## src/rtl/ysyx_23060072_mem_arbiter_if.sv

```systemverilog
// Bus bundle shared by the IFU/LSU requesters, the memory arbiter and the data memory port.
// The arbiter takes the slave view; the environment (requesters + memory) takes the master view.
interface ysyx_23060072_mem_arbiter_if #(
    parameter int unsigned ADDR_W = 32,
    parameter int unsigned DATA_W = 32
);
    localparam int unsigned MASK_W = DATA_W / 8;

    // IFU side (read only)
    logic              ifu_req_valid;
    logic              ifu_req_ready;
    logic [ADDR_W-1:0] ifu_addr;
    logic              ifu_resp_valid;
    logic [DATA_W-1:0] ifu_rdata;

    // LSU side (load/store)
    logic              lsu_req_valid;
    logic              lsu_req_ready;
    logic              lsu_we;
    logic [ADDR_W-1:0] lsu_addr;
    logic [DATA_W-1:0] lsu_wdata;
    logic [MASK_W-1:0] lsu_wmask;
    logic              lsu_resp_valid;
    logic [DATA_W-1:0] lsu_rdata;

    // Shared memory port
    logic              mem_req;
    logic              mem_ready;
    logic              mem_we;
    logic [ADDR_W-1:0] mem_addr;
    logic [DATA_W-1:0] mem_wdata;
    logic [MASK_W-1:0] mem_wmask;
    logic              mem_rvalid;
    logic [DATA_W-1:0] mem_rdata;

    modport slave (
        input  ifu_req_valid, ifu_addr,
        input  lsu_req_valid, lsu_we, lsu_addr, lsu_wdata, lsu_wmask,
        input  mem_ready, mem_rvalid, mem_rdata,
        output ifu_req_ready, ifu_resp_valid, ifu_rdata,
        output lsu_req_ready, lsu_resp_valid, lsu_rdata,
        output mem_req, mem_we, mem_addr, mem_wdata, mem_wmask
    );

    modport master (
        output ifu_req_valid, ifu_addr,
        output lsu_req_valid, lsu_we, lsu_addr, lsu_wdata, lsu_wmask,
        output mem_ready, mem_rvalid, mem_rdata,
        input  ifu_req_ready, ifu_resp_valid, ifu_rdata,
        input  lsu_req_ready, lsu_resp_valid, lsu_rdata,
        input  mem_req, mem_we, mem_addr, mem_wdata, mem_wmask
    );
endinterface

```

## src/rtl/ysyx_23060072_mem_arbiter.sv

```systemverilog
// IFU/LSU arbiter in front of a single-outstanding data memory port.
// LSU wins by default; after MAX_LSU_STREAK back-to-back LSU grants with the IFU waiting,
// the IFU is served next. One transaction at a time: IDLE -> ISSUE -> WAIT -> RESP -> IDLE.
module ysyx_23060072_mem_arbiter #(
    parameter int unsigned ADDR_W         = 32,
    parameter int unsigned DATA_W         = 32,
    parameter int unsigned MAX_LSU_STREAK = 4
) (
    input logic                          clk,
    input logic                          rst,
    ysyx_23060072_mem_arbiter_if.slave   bus
);
    localparam int unsigned MASK_W     = DATA_W / 8;
    localparam logic [3:0]  STREAK_MAX = 4'(MAX_LSU_STREAK);

    typedef enum logic [1:0] {StIdle, StIssue, StWait, StResp} state_e;
    typedef enum logic [1:0] {OwnNone, OwnIfu, OwnLsu} owner_e;

    state_e            state_q;
    owner_e            owner_q;
    logic              we_q;
    logic [3:0]        streak_q;

    logic              mem_req_q;
    logic              mem_we_q;
    logic [ADDR_W-1:0] mem_addr_q;
    logic [DATA_W-1:0] mem_wdata_q;
    logic [MASK_W-1:0] mem_wmask_q;

    logic              ifu_resp_valid_q;
    logic              lsu_resp_valid_q;
    logic [DATA_W-1:0] ifu_rdata_q;
    logic [DATA_W-1:0] lsu_rdata_q;

    logic              grant_lsu;
    logic              grant_ifu;
    logic              lsu_store;
    logic              capture;

    // Grant and response-capture decode; readies are held low while reset is asserted.
    always_comb begin
        grant_lsu = (state_q == StIdle) && !rst && bus.lsu_req_valid &&
                    !(bus.ifu_req_valid && (streak_q == STREAK_MAX));
        grant_ifu = (state_q == StIdle) && !rst && !grant_lsu && bus.ifu_req_valid;
        lsu_store = grant_lsu && bus.lsu_we;
        // Zero-latency memory may answer in the same cycle it accepts the request.
        capture   = bus.mem_rvalid &&
                    (((state_q == StIssue) && bus.mem_ready) || (state_q == StWait));
    end

    // Transaction FSM with registered memory-side and response-side outputs.
    always_ff @(posedge clk or posedge rst) begin
        if (rst) begin
            state_q          <= StIdle;
            owner_q          <= OwnNone;
            we_q             <= 1'b0;
            streak_q         <= '0;
            mem_req_q        <= 1'b0;
            mem_we_q         <= 1'b0;
            mem_addr_q       <= '0;
            mem_wdata_q      <= '0;
            mem_wmask_q      <= '0;
            ifu_resp_valid_q <= 1'b0;
            lsu_resp_valid_q <= 1'b0;
            ifu_rdata_q      <= '0;
            lsu_rdata_q      <= '0;
        end else begin
            case (state_q)
                StIdle: begin
                    if (grant_lsu || grant_ifu) begin
                        owner_q     <= grant_lsu ? OwnLsu : OwnIfu;
                        we_q        <= lsu_store;
                        mem_req_q   <= 1'b1;
                        mem_we_q    <= lsu_store;
                        mem_addr_q  <= grant_lsu ? bus.lsu_addr : bus.ifu_addr;
                        mem_wdata_q <= lsu_store ? bus.lsu_wdata : '0;
                        mem_wmask_q <= lsu_store ? bus.lsu_wmask : '0;
                        // Only LSU wins that actually made the IFU wait count toward the streak.
                        if (grant_lsu && bus.ifu_req_valid) begin
                            streak_q <= (streak_q == STREAK_MAX) ? streak_q : streak_q + 4'd1;
                        end else begin
                            streak_q <= '0;
                        end
                        state_q     <= StIssue;
                    end
                end
                StIssue: begin
                    if (bus.mem_ready) begin
                        mem_req_q   <= 1'b0;
                        mem_we_q    <= 1'b0;
                        mem_addr_q  <= '0;
                        mem_wdata_q <= '0;
                        mem_wmask_q <= '0;
                        state_q     <= capture ? StResp : StWait;
                    end
                end
                StWait: begin
                    if (capture) begin
                        state_q <= StResp;
                    end
                end
                StResp: begin
                    ifu_resp_valid_q <= 1'b0;
                    lsu_resp_valid_q <= 1'b0;
                    owner_q          <= OwnNone;
                    state_q          <= StIdle;
                end
                default: state_q <= StIdle;
            endcase

            if (capture) begin
                if (owner_q == OwnIfu) begin
                    ifu_resp_valid_q <= 1'b1;
                    ifu_rdata_q      <= bus.mem_rdata;
                end else begin
                    lsu_resp_valid_q <= 1'b1;
                    lsu_rdata_q      <= we_q ? '0 : bus.mem_rdata;
                end
            end
        end
    end

    assign bus.ifu_req_ready  = grant_ifu;
    assign bus.lsu_req_ready  = grant_lsu;
    assign bus.ifu_resp_valid = ifu_resp_valid_q;
    assign bus.ifu_rdata      = ifu_rdata_q;
    assign bus.lsu_resp_valid = lsu_resp_valid_q;
    assign bus.lsu_rdata      = lsu_rdata_q;
    assign bus.mem_req        = mem_req_q;
    assign bus.mem_we         = mem_we_q;
    assign bus.mem_addr       = mem_addr_q;
    assign bus.mem_wdata      = mem_wdata_q;
    assign bus.mem_wmask      = mem_wmask_q;
endmodule

```

## src/flat_wrapper.sv

```systemverilog
// flat-port wrapper written by rule: the top's interface ports become plain ports
module ysyx_23060072_mem_arbiter_flat 
#(
    parameter int unsigned ADDR_W         = 32,
    parameter int unsigned DATA_W         = 32,
    parameter int unsigned MAX_LSU_STREAK = 4
)
  (clk, rst, bus_ifu_req_valid, bus_ifu_addr, bus_lsu_req_valid, bus_lsu_we, bus_lsu_addr, bus_lsu_wdata, bus_lsu_wmask, bus_mem_ready, bus_mem_rvalid, bus_mem_rdata, bus_ifu_req_ready, bus_ifu_resp_valid, bus_ifu_rdata, bus_lsu_req_ready, bus_lsu_resp_valid, bus_lsu_rdata, bus_mem_req, bus_mem_we, bus_mem_addr, bus_mem_wdata, bus_mem_wmask);
  ysyx_23060072_mem_arbiter_if #(.ADDR_W(ADDR_W), .DATA_W(DATA_W)) bus_i ();
  input logic clk;
  input logic rst;
  input wire logic [$bits(bus_i.ifu_req_valid)-1:0] bus_ifu_req_valid;
  input wire logic [$bits(bus_i.ifu_addr)-1:0] bus_ifu_addr;
  input wire logic [$bits(bus_i.lsu_req_valid)-1:0] bus_lsu_req_valid;
  input wire logic [$bits(bus_i.lsu_we)-1:0] bus_lsu_we;
  input wire logic [$bits(bus_i.lsu_addr)-1:0] bus_lsu_addr;
  input wire logic [$bits(bus_i.lsu_wdata)-1:0] bus_lsu_wdata;
  input wire logic [$bits(bus_i.lsu_wmask)-1:0] bus_lsu_wmask;
  input wire logic [$bits(bus_i.mem_ready)-1:0] bus_mem_ready;
  input wire logic [$bits(bus_i.mem_rvalid)-1:0] bus_mem_rvalid;
  input wire logic [$bits(bus_i.mem_rdata)-1:0] bus_mem_rdata;
  output wire logic [$bits(bus_i.ifu_req_ready)-1:0] bus_ifu_req_ready;
  output wire logic [$bits(bus_i.ifu_resp_valid)-1:0] bus_ifu_resp_valid;
  output wire logic [$bits(bus_i.ifu_rdata)-1:0] bus_ifu_rdata;
  output wire logic [$bits(bus_i.lsu_req_ready)-1:0] bus_lsu_req_ready;
  output wire logic [$bits(bus_i.lsu_resp_valid)-1:0] bus_lsu_resp_valid;
  output wire logic [$bits(bus_i.lsu_rdata)-1:0] bus_lsu_rdata;
  output wire logic [$bits(bus_i.mem_req)-1:0] bus_mem_req;
  output wire logic [$bits(bus_i.mem_we)-1:0] bus_mem_we;
  output wire logic [$bits(bus_i.mem_addr)-1:0] bus_mem_addr;
  output wire logic [$bits(bus_i.mem_wdata)-1:0] bus_mem_wdata;
  output wire logic [$bits(bus_i.mem_wmask)-1:0] bus_mem_wmask;
  assign bus_i.ifu_req_valid = bus_ifu_req_valid;
  assign bus_i.ifu_addr = bus_ifu_addr;
  assign bus_i.lsu_req_valid = bus_lsu_req_valid;
  assign bus_i.lsu_we = bus_lsu_we;
  assign bus_i.lsu_addr = bus_lsu_addr;
  assign bus_i.lsu_wdata = bus_lsu_wdata;
  assign bus_i.lsu_wmask = bus_lsu_wmask;
  assign bus_i.mem_ready = bus_mem_ready;
  assign bus_i.mem_rvalid = bus_mem_rvalid;
  assign bus_i.mem_rdata = bus_mem_rdata;
  assign bus_ifu_req_ready = bus_i.ifu_req_ready;
  assign bus_ifu_resp_valid = bus_i.ifu_resp_valid;
  assign bus_ifu_rdata = bus_i.ifu_rdata;
  assign bus_lsu_req_ready = bus_i.lsu_req_ready;
  assign bus_lsu_resp_valid = bus_i.lsu_resp_valid;
  assign bus_lsu_rdata = bus_i.lsu_rdata;
  assign bus_mem_req = bus_i.mem_req;
  assign bus_mem_we = bus_i.mem_we;
  assign bus_mem_addr = bus_i.mem_addr;
  assign bus_mem_wdata = bus_i.mem_wdata;
  assign bus_mem_wmask = bus_i.mem_wmask;
  ysyx_23060072_mem_arbiter #(.ADDR_W(ADDR_W), .DATA_W(DATA_W), .MAX_LSU_STREAK(MAX_LSU_STREAK)) u_core (.clk(clk), .rst(rst), .bus(bus_i));
endmodule
```

## config.mk

```make
export PLATFORM = sky130hd
export DESIGN_NAME = ysyx_23060072_mem_arbiter_flat
export DESIGN_NICKNAME = d
export VERILOG_FILES = /design/src/rtl/ysyx_23060072_mem_arbiter_if.sv /design/src/rtl/ysyx_23060072_mem_arbiter.sv /design/src/flat_wrapper.sv
export SDC_FILE = /design/constraint.sdc
export NUM_CORES = 1
export LEC_CHECK = 0
export BUFFER_PORTS_ARGS = -buffer_cell sky130_fd_sc_hd__clkbuf_2
export CAP_MARGIN = 25
export CORE_UTILIZATION = 39
export DETAILED_ROUTE_END_ITERATION = 8
export GPL_TIMING_DRIVEN = 0
export PLACE_DENSITY_LB_ADDON = 0.2
export SLEW_MARGIN = 20
export SYNTH_ARGS = -nofsm -noshare
export SYNTH_HDL_FRONTEND = slang
export SYNTH_SLANG_ARGS = --single-unit
```

## constraint.sdc

```tcl
create_clock -name clk -period 5.9 [get_ports clk]
set_input_delay 1.18 -clock clk [delete_from_list [all_inputs] [get_ports clk]]
set_output_delay 1.18 -clock clk [all_outputs]
set_load 0.005 [all_outputs]
```

* Word-level counts from Yosys, hierarchy flattened *
Index checks and enable logic that the tools add are counted.
W data, S select, Z words.

word-level totals
  register bits = 145
  input bits = 139
  output and inout port bits = 138
  word-level logic and storage cells = 82

cells by class
  equal/unequal tests = 9
  bitwise operators = 1
  add/subtract/negate cells = 1
  mux-type cells = 33
  reduce and logical (&&, ||, !) cells = 25

operators with widths
  kind                   count
  $mux W32               6
  $pmux W32 S2           2
  $mux W4                5
  $logic_and A1 B1 Y1    10
  $mux W1                10
  $mux W2                5
  $reduce_and A3 Y1      3
  $pmux W2 S4            1
  $pmux W4 S2            1
  $reduce_and A2 Y1      4
  $ne A2 B2 Y1 const B   3
  $add A4 B1 Y4 const B  1
  $eq A2 B1 Y1 const B   2
  $eq A2 B2 Y1 const B   2
  $eq A4 B3 Y1 const B   1
  $pmux W1 S2            2
  $pmux W2 S2            1
  $reduce_bool A2 Y1     2
  $logic_not A1 Y1       3
  $logic_not A2 Y1       1
  $logic_or A1 B1 Y1     2
  $ne A2 B1 Y1 const B   1
  $not A1 Y1             1

* Depth between registers and ports, before layout *
  depth in word-level cells = 10
  depth in mapped cells = 8
  mapped depth without buffers = 7

* Worst setup path before layout *
Ideal clock, no wire load.

  path kind = input -> output
  start = input port rst
  end = output port bus_ifu_req_ready
  arrival = 1841 ps
  data required time = 4720 ps
  stages = 4
  setup slack = 2879 ps
  buffers on the path = 1
  cells stage by stage = and2b_1 -> nand3_1 -> buf_2 -> and3_1

between the ends
  word-level cells in the longest chain between the ends = 7

ends and longest elaborated chain
  item                                RTL line                                                          RTL
  start: declaration                  flat_wrapper.sv:11                                                input logic rst;
  $logic_not A1 Y1 *                  ysyx_23060072_mem_arbiter.sv:42, ysyx_23060072_mem_arbiter.sv:44
  $logic_and A1 B1 Y1 *               ysyx_23060072_mem_arbiter.sv:42, ysyx_23060072_mem_arbiter.sv:44
  $logic_and A1 B1 Y1 (2 in a row)    ysyx_23060072_mem_arbiter.sv:42                                   grant_lsu = (state_q == StIdle) && !rst && bus.lsu_req_valid &&
  $logic_not A1 Y1                    ysyx_23060072_mem_arbiter.sv:44                                   grant_ifu = (state_q == StIdle) && !rst && !grant_lsu && bus.ifu_req_valid;
  $logic_and A1 B1 Y1 * (2 in a row)  ysyx_23060072_mem_arbiter.sv:44
  end: declaration                    flat_wrapper.sv:22                                                output wire logic [$bits(bus_i.ifu_req_ready)-1:0] bus_ifu_req_ready;

Mark *: on every way between the ends. The rest lies on a longest branch, timed or not.

* Final worst setup path *
Ends and elaborated chain as after synthesis.

==> results.cfg <==
[synthesis]
yosys-top-cells-area = dfrtp_1 (60%), mux2_2 (12%), a22o_1 (5.5%), mux2i_1 (5.3%), o2bb2ai_1 (4.7%)
ys_async_sr_fraction_pct = 100.0
synth_commonest_cells = dfrtp_1 (145), mux2_2 (65), a22o_1 (38)
syn_nets = 575
ys_seq_elements = 145
syn-instance-count = 429
seq_area_frac_synth_pct = 60.45
synth.top_cell.area_share_pct = 60.45
synth_most_common_cell = dfrtp_1
syn_avg_cell_area_sq_um = 13.99
yosys.cell_types.count = 35
yosys.area.top_type = dfrtp_1
synthFlopType = dfrtp_1
synth-edff-count = 0
yosysWarnings = 0
netlist_area_sq_mm = 0.006002

[floorplanning]
die_area_sq_mm = 0.01589
rows = 44
coreArea_sq_mm = 0.01475
die_width_um = 126.1
fp.dieH_um = 126.1
io_pins = 277
initial_core_util_pct = 40.68

[cts]
h-tree-depth = 4
cts-resized-gates = 0
cts_buffer_depth = 2
cts.sinks = 145
cts_buffers = 17
post_cts_buffers = 0
hold_buffers = 0
cts_root_buf = clkbuf_16
clkTransAtPathRegs_ns = 0.05
insertion_delay_ns = 0.41
cts_tree = built

[status]
status = complete, no violations

[power_and_ir_drop]
p_int_w = 0.002677
comb_power_share_pct = 31.7
seq_power_share_pct = 38.7
vdd_drop_max_v = 0.0002048
p_sw_w = 0.001192
leakage_nw = 4.558
clkPwrFrac_pct = 29.6
switching_share_pct = 30.81
finalPower_w = 0.003869
powerDensity_mw_per_mm2 = 467.2

[layout]
drive_above_1_share_pct = 52.71
n_fill_cell = 1233
syn_to_final_growth_pct = 37.96
final_area_sq_mm = 0.008280
diodes = 0
nets = 871
fin_cells = 922

[sta]
maxSlewViolCount = 0
finalSetupViolations = 0
hold_violations = 0
max_freq_ghz = 0.2889
layout_setup_ws_ns = 2.439
rsz0062_at_grt = no
finalCritPeriodShare_pct = 58.66
tightestPinTransition_ns = 0.8068
finalCriticalPeriod_ns = 3.461
final.setup.tns_ns = 0
slew_headroom_pct = 45.97
clock_skew_ns = 0.01112

[setup_path]
worstReg2RegEnd = u_core.bus.mem_wdata[27]
crit_chain = clkbuf_2 -> and2b_1 -> nand3_1 -> buf_2 -> and3_1 -> clkbuf_2
r2r-start = u_core.state_q[0]
required_ns = 4.72
crit_type = in -> out
crit_path_end_kind = output port
r2r_cells = 8
cpPeakStageDelay_ns = 0.26
r2r_setup_slack_ns = 3.61
arrival_ns = 2.28
crit_top_cell = clkbuf_2
crit_path_start_kind = input port
crit_slowest_cell = buf_2
crit_fanout = 10

[routing]
wl_per_cell_um = 16.42
avgViaCountPerCell = 5.051
via_count = 4657
drc = 0
wl_mm = 15.14
first_pass_iters = 4
drt_iter0_drc = 119
ant_nets = 0

[run]
max-cap-violations = 0

[global_routing]
antenna_found_initial = 0
grt_pass1_vias = 4868
overflow = 0
track_usage_pct = 19.82
grt_pass1_wl_mm = 24.41
grt_max_degree = 89

[worst_hold_path]
hold_depth = 1
hold_path_class = reg -> reg
min-delay-start = u_core.bus.mem_addr[22]
min_to = u_core.bus.mem_addr[22]

[placed_design]
gp_congestion = 0.7703
port_buffers = 276
placed_cells = 890
post_dp_cell_area_sq_mm = 0.007649
dpl_worst_slack_ns = 2.430
hpwl_mm = 11.41
-- worst max-delay path: cells and delay by family --
family | cells | cell delay [ns]
AND/OR/NAND/NOR | 3 | 0.53
buffers and inverters | 3 | 0.56
-- layout by cell type (no fill, tap or decap), types with 7 or more instances in the layout --
| cell | count |
|---|---|
| inv_1 | 12 |
| ha_1 | 7 |
| mux2i_1 | 32 |
| clkbuf_16 | 17 |
| mux2_2 | 65 |
| o2bb2ai_1 | 32 |
| buf_2 | 16 |
| a22o_1 | 38 |
| clkbuf_1 | 15 |
| nor2b_1 | 32 |
| clkbuf_2 | 276 |
| dfrtp_1 | 145 |
-- logic make-up (layout without fill, tap and decap cells) --
kind of cell | Yosys count | in the layout | synth area share [%]
simple gates | 49 | 49 | 5.087
mux | 97 | 97 | 17.53
fa+ha+maj | 7 | 7 | 1.459
compound gates | 91 | 91 | 12.63
buf+inv | 40 | 349 | 2.835
flops | 145 | 145 | 60.45
-- layer usage --
layer | track usage (%) | part of all wire (%) | routed length, um | vias up
li1 | - | - | - | 2152
met1 | 23.95 | 42 | 6335 | 2288
met2 | 33.38 | 49 | 7472 | 200
met3 | 5.650 | 6.9 | 1051 | 17
met4 | 7.867 | 1.9 | 284 | 0
met5 | 0 | 0 | 0 | -
-- final cells by class --
cell class,count,area [sq um],share of cell area (%)
repair buffers,277,1409,17.01
plain buffers,27,121.4,1.466
inverters,13,56.30,0.6800
multi-input cells,244,2203,26.61
flip-flops and latches,145,3628,43.82
well taps,184,230.2,2.780
clock buffers,24,481.7,5.817
clock inverters,8,150.1,1.813
-- power groups by stage --
stage | logic (W) | registers, W | clock network, W
finish | 0.00123 | 0.00150 | 0.00114
CTS | 0.00125 | 0.00150 | 0.00117
detailed placement | 0.00125 | 0.00151 | 0
global route | 0.00135 | 0.00154 | 0.00122
global placement | 0.00121 | 0.00149 | 0
floorplan | 0.000675 | 0.00152 | 0
-- stage by stage --
| step | hold WS (ns) | utilization (%) |
|---|---|---|
| 6_report | 0.4835 | 56.12 |
| 5_1_grt | 0.4957 | 56.12 |
| 4_1_cts | 0.4865 | 56.12 |
| 3_5_place_dp | 0.4656 | 51.84 |
| 3_3_place_gp | 0.4608 | 51.60 |
| 2_1_floorplan | 0.4652 | - |
-- state kept, by name, indices dropped and copies added, names as in the netlist --
signal / count
u_core.bus.ifu_rdata: 32
u_core.bus.ifu_resp_valid: 1
u_core.we_q: 1
u_core.bus.lsu_rdata: 32
u_core.bus.mem_we: 1
u_core.bus.lsu_resp_valid: 1
u_core.bus.mem_req: 1
u_core.bus.mem_wdata: 32
u_core.bus.mem_addr: 32
u_core.owner_q: 2
u_core.streak_q: 4
u_core.state_q: 2
u_core.bus.mem_wmask: 4
-- worst max path at each step --
stage               from                  endpoint  slack [ns]  depth (start not counted)
finish               rst         bus_ifu_req_ready        2.44                          6
global placement     rst  u_core.bus.mem_wdata[20]       -0.66                          2
detailed placement   rst         bus_ifu_req_ready        2.43                          6
floorplan            rst   u_core.bus.ifu_rdata[0]        0.83                          1
CTS                  rst         bus_ifu_req_ready        2.43                          6
global route         rst         bus_ifu_req_ready        2.36                          6
Note: power is estimated with default switching activity, not from simulation.
